--- config.mk ---
export PLATFORM = sky130hd
export DESIGN_NAME = ccff_loader_flat
export DESIGN_NICKNAME = d
export VERILOG_FILES = /design/src/rtl/ccff_loader_if.sv /design/src/rtl/ccff_loader.sv /design/src/flat_wrapper.sv
export SDC_FILE = /design/constraint.sdc
export NUM_CORES = 1
export LEC_CHECK = 0
export ABC_AREA = 1
export CAP_MARGIN = 20
export CORE_ASPECT_RATIO = 1.2
export CORE_MARGIN = 4
export CORE_UTILIZATION = 30
export CTS_CLUSTER_SIZE = 10
export DETAILED_ROUTE_END_ITERATION = 16
export HOLD_SLACK_MARGIN = 0.12
export PLACE_DENSITY = 0.5
export SLEW_MARGIN = 10
export SYNTH_ARGS = -nofsm -noshare
export SYNTH_HDL_FRONTEND = slang
export SYNTH_SLANG_ARGS = --single-unit
--- constraint.sdc ---
create_clock -name prog_clk -period 1.94 [get_ports prog_clk]
set_clock_uncertainty 0.2 [all_clocks]
set_input_delay 0.485 -clock prog_clk [delete_from_list [all_inputs] [get_ports prog_clk]]
set_output_delay 0.485 -clock prog_clk [all_outputs]
set_load 0.01 [all_outputs]
--- src/rtl/ccff_loader_if.sv ---
// rtl/ccff_loader_if.sv - bitstream byte stream in and chain readback bytes out
interface ccff_loader_if;
    logic [7:0] s_data;
    logic       s_valid;
    logic       s_ready;
    logic [7:0] rb_data;
    logic       rb_valid;

    modport master (output s_data, s_valid, input s_ready, rb_data, rb_valid);
    modport slave  (input s_data, s_valid, output s_ready, rb_data, rb_valid);
endinterface

--- src/rtl/ccff_loader.sv ---
// rtl/ccff_loader.sv - serialises bitstream bytes into the ccff chain and packs tail bits into readback bytes
module ccff_loader #(
    parameter int CHAIN_LEN = 24,
    parameter int CNT_W     = $clog2(CHAIN_LEN + 1)
) (
    input  logic         prog_clk,
    input  logic         prog_reset,
    input  logic         start,
    ccff_loader_if.slave bus,
    output logic         ccff_head,
    output logic         ccff_shift_en,
    input  logic         ccff_tail,
    output logic         busy,
    output logic         done
);
    typedef enum logic [1:0] {ST_IDLE, ST_LOAD, ST_DONE} state_t;

    state_t             state, state_nxt;
    logic [7:0]         byte_reg;
    logic [3:0]         cnt;
    logic [CNT_W-1:0]   remaining;
    logic [7:0]         rb_shift;
    logic [3:0]         rb_cnt;
    logic [7:0]         rb_data_q;
    logic               rb_valid_q;

    logic               in_load;
    logic               accept;
    logic               last_bit;
    logic               rb_flush;
    logic [7:0]         rb_next;
    logic [3:0]         rb_cnt_inc;

    assign in_load       = (state == ST_LOAD);
    assign ccff_head     = byte_reg[7];
    assign ccff_shift_en = in_load && (cnt != 4'd0) && (remaining != '0);

    // Refill one cycle early (cnt==1 while shifting) so byte boundaries have no bubble;
    // never take a byte that the remaining chain length cannot use.
    assign bus.s_ready = in_load
                       && ((cnt == 4'd0) || ((cnt == 4'd1) && ccff_shift_en))
                       && (32'(remaining) > 32'(cnt));
    assign accept      = bus.s_ready && bus.s_valid;
    assign last_bit    = ccff_shift_en && (remaining == CNT_W'(1));

    assign rb_next     = {rb_shift[6:0], ccff_tail};
    assign rb_cnt_inc  = rb_cnt + 4'd1;
    assign rb_flush    = ccff_shift_en && ((rb_cnt_inc == 4'd8) || last_bit);

    assign bus.rb_data  = rb_data_q;
    assign bus.rb_valid = rb_valid_q;
    assign busy         = in_load;
    assign done         = (state == ST_DONE);

    always_ff @(posedge prog_clk) begin
        if (prog_reset) begin
            state <= ST_IDLE;
        end else begin
            state <= state_nxt;
        end
    end

    always_comb begin
        state_nxt = state;
        case (state)
            ST_IDLE: if (start)    state_nxt = ST_LOAD;
            ST_LOAD: if (last_bit) state_nxt = ST_DONE;
            ST_DONE: if (start)    state_nxt = ST_LOAD;
            default:               state_nxt = ST_IDLE;
        endcase
    end

    always_ff @(posedge prog_clk) begin
        if (prog_reset) begin
            byte_reg   <= '0;
            cnt        <= '0;
            remaining  <= '0;
            rb_shift   <= '0;
            rb_cnt     <= '0;
            rb_data_q  <= '0;
            rb_valid_q <= 1'b0;
        end else begin
            rb_valid_q <= 1'b0;
            if (!in_load && start) begin
                remaining <= CNT_W'(CHAIN_LEN);
                cnt       <= '0;
                byte_reg  <= '0;
                rb_shift  <= '0;
                rb_cnt    <= '0;
            end else if (in_load) begin
                if (ccff_shift_en) begin
                    byte_reg  <= {byte_reg[6:0], 1'b0};
                    cnt       <= cnt - 4'd1;
                    remaining <= remaining - CNT_W'(1);
                    rb_shift  <= rb_next;
                    rb_cnt    <= rb_flush ? 4'd0 : rb_cnt_inc;
                    if (rb_flush) begin
                        rb_valid_q <= 1'b1;
                        // Short final byte is left-justified with zero fill.
                        rb_data_q  <= rb_next << (4'd8 - rb_cnt_inc);
                    end
                end
                if (accept) begin
                    byte_reg <= bus.s_data;
                    cnt      <= 4'd8;
                end
            end
        end
    end
endmodule

--- src/flat_wrapper.sv ---
// flat-port wrapper written by rule: the top's interface ports become plain ports
module ccff_loader_flat 
#(
    parameter int CHAIN_LEN = 24,
    parameter int CNT_W     = $clog2(CHAIN_LEN + 1)
)
  (prog_clk, prog_reset, start, ccff_head, ccff_shift_en, ccff_tail, busy, done, bus_s_data, bus_s_valid, bus_s_ready, bus_rb_data, bus_rb_valid);
  ccff_loader_if bus_i ();
  input  logic prog_clk;
  input  logic prog_reset;
  input  logic start;
  output logic ccff_head;
  output logic ccff_shift_en;
  input  logic ccff_tail;
  output logic busy;
  output logic done;
  input wire logic [$bits(bus_i.s_data)-1:0] bus_s_data;
  input wire logic [$bits(bus_i.s_valid)-1:0] bus_s_valid;
  output wire logic [$bits(bus_i.s_ready)-1:0] bus_s_ready;
  output wire logic [$bits(bus_i.rb_data)-1:0] bus_rb_data;
  output wire logic [$bits(bus_i.rb_valid)-1:0] bus_rb_valid;
  assign bus_i.s_data = bus_s_data;
  assign bus_i.s_valid = bus_s_valid;
  assign bus_s_ready = bus_i.s_ready;
  assign bus_rb_data = bus_i.rb_data;
  assign bus_rb_valid = bus_i.rb_valid;
  ccff_loader #(.CHAIN_LEN(CHAIN_LEN), .CNT_W(CNT_W)) u_core (.prog_clk(prog_clk), .prog_reset(prog_reset), .start(start), .bus(bus_i), .ccff_head(ccff_head), .ccff_shift_en(ccff_shift_en), .ccff_tail(ccff_tail), .busy(busy), .done(done));
endmodule
==> results.toml <==
[status]
status = "finished with violations"
failed_checks = "negative setup slack"

[clocking]
clkSlewWorstSetupHoldPaths_ns = 0.08
h-tree-depth = 2
numCtsBuffers = 5
clock_latency_ns = 0.30
cts_tree = "built"
cts.sinks = 39
clockBufferDepth = 2
root_buffer = "clkbuf_8"
holdBufCountCts = 0

[min_path]
min_path_type = "reg -> reg"

[timing]
setup_viol = 14
period_minus_slack_ns = 2.23
fin_crit_sh_pct = 115
worst_slack_ns = -0.286
worstMarginPinSlew_ns = 0.266
rsz0062_at_grt = "yes"
fmax_mhz = 449
hold_viol = 0
slew_headroom_pct = 82.1
drv_slew = 0

[synth]
synth_top_area_share_pct = 32.2
synthesis.nets = 373
synth_top_cell_by_area = "dfxtp_1"
synth_area_leaders = "dfxtp_1 (32%), nand2_1 (14%), nor2_1 (7.1%)"
avgSynthCellArea_um2 = 6.92
seq_area_frac_synth_pct = 32.2
synthCells = 350
yosysWarningCount = 0
ys_types = 36
ys_ff_latch = 39
netlist_area_um2 = 2420

[detailed_routing]
routedWlPerCell_um = 11.4
wl_met2_um = 2820
drt_iter0_drc = 42
drt-met1-wl_um = 2730
via_per_inst = 4.47
via_count = 2290
dr.pass1.iters = 4
drt-total-wl_um = 5840
highest_layer = "met4"
drc = 0
wl_met3_um = 192
ant_nets = 0

[cells_and_area]
final_cells = 512
final_cell_mix = "nand2_1 (85), nor2_1 (44), buf_4 (34), dfxtp_1 (29), inv_1 (28)"
fin_area_um2 = 3470
fin_nets = 442
drive_above_1_share_pct = 31.0
syn2layout_area_growth_pct = 43.2
layout_commonest_cell = "nand2_1"
nFillCells = 793
diodes = 0

[placed_design]
pre_cts_ws_ns = -0.452
port_buffers = 26
dp_cells = 493
place_hpwl_um = 4090
dpl-instance-area_um2 = 2980
gp_congestion = 0.833

[worst_setup_path]
cp_slowest_cell = "dfxtp_2"
critPathCaptureType = "output port"
endpoint = "bus_s_ready"
reg2reg_depth = 15
reg2reg_setup_slack_ns = -0.16
crit_path_start_kind = "flop"
worstPathCellList = "inv_2 > ha_1 > nand2_1 > nor2_2 > a21oi_4 > nand2_4 > nor2_8 > buf_6"
cp_slowest_stage_delay_ns = 0.34
startpoint = "u_core.remaining[0]"
path_max_fanout = 2
crit_type = "reg -> out"
required_ns = 1.25
r2r_end = "u_core.cnt[0]"
timing.rr.start = "u_core.cnt[1]"
cp_data_arrival_time_ns = 1.54

[floorplan]
rows = 35
die_h_um = 106
fp.coreArea_um2 = 7790
die-area_um2 = 9590
die_w_um = 90.1
ioPinCount = 27
initial_utilization_pct = 31.1

[global_routing]
grt_pass1_wl_um = 9760
grt_use_total_pct = 12.5
first_global_vias = 2145
antenna_found_initial = 0
grt.overflow.total = 0
grt_max_degree = 33

[pwr]
power_density_nw_per_um2 = 565
power_leakage_uw = 0.00157
ir_drop_mv = 0.344
power.total_uw = 1960

[job]
maxCapViolCount = 0
## cell families (layout without fill, tap and decap cells)
group	Yosys count	in the layout	share of synthesized area [%]
buffers and inverters	54	124	11.2
AOI/OAI and AO/OA	45	45	10.7
adders and majority gates	10	10	5.16
and+or+nand+nor	198	198	38.6
DFF	39	39	32.2
xor gates and xnor gates	4	4	2.07
## power breakdown
| group | switching [µW] | internal [µW] |
|---|---|---|
| Combinational | 149 | 159 |
| Sequential | 10.4 | 813 |
| Clock | 318 | 513 |
| Total | 477 | 1490 |
## stage by stage
| step | util (%) | hold WS (ns) | setup TNS, ns |
|---|---|---|---|
| 5_1_grt | 44.5 | 0.302 | -3.43 |
| 3_3_place_gp | 38.2 | 0.268 | -1.70 |
| 3_5_place_dp | 38.2 | 0.272 | -2.26 |
| 4_1_cts | 43.4 | 0.287 | -1.28 |
| 2_1_floorplan | - | 0.245 | 0 |
| 6_report | 44.5 | 0.285 | -1.74 |
## metal layers
layer / GRT usage, % / up-vias
li1: - / 1240
met1: 14.7 / 1011
met2: 21.9 / 29
met3: 2.90 / 10
met4: 5.25 / 0
met5: 0 / -
## timing repair
action / in CTS / in global routing
buffers inserted: 10 / 3
setup endpoints to repair: 23 / 26
resized for setup: 57 / 16
pin swaps: 15 / 7
gates cloned: 2 / 0
## area by class of cell
type | instances | area (µm²) | area share [%]
Tap cell | 92 | 115 | 3.32
Clock inverter | 3 | 67.6 | 1.95
Clock buffer | 5 | 68.8 | 1.98
Sequential cell | 39 | 793 | 22.9
Multi-Input combinational cell | 257 | 1540 | 44.4
Timing Repair Buffer | 74 | 719 | 20.7
Inverter | 42 | 164 | 4.72
## synthesized netlist by cell type (all sizes together)
library cell  instances
nand3                28
a21oi                23
nand2               102
and3                  1
xor2                  3
dfxtp                39
buf                  12
nand4                 3
nand3b                9
ha                   10
o211ai                1
or2                   3
nor3                  2
xnor2                 1
o21bai                1
nor2                 50
inv                  42
o21ai                20
## critical path, delay by kind of cell (launching register included)
kind,cells,cell delay (ns)
AOI/OAI and AO/OA,1,0.15
adders and majority gates,1,0.28
buffers and inverters,2,0.15
DFF,1,0.34
and+or+nand+nor,4,0.31
## worst min-delay path by stage
stage,start,slack (ns),to,cells after the start
finish,u_core.byte_reg[0],0.28,u_core.byte_reg[0],2
global route,u_core.byte_reg[0],0.30,u_core.byte_reg[0],2
CTS,u_core.rb_shift[0],0.29,u_core.rb_shift[0],2
detailed placement,u_core.rb_shift[0],0.27,u_core.rb_shift[0],2
global placement,u_core.bus.rb_data[5],0.27,u_core.bus.rb_data[5],2
floorplan,u_core.rb_shift[0],0.25,u_core.rb_shift[0],2
No activity file was read; power rests on OpenSTA's default activity.
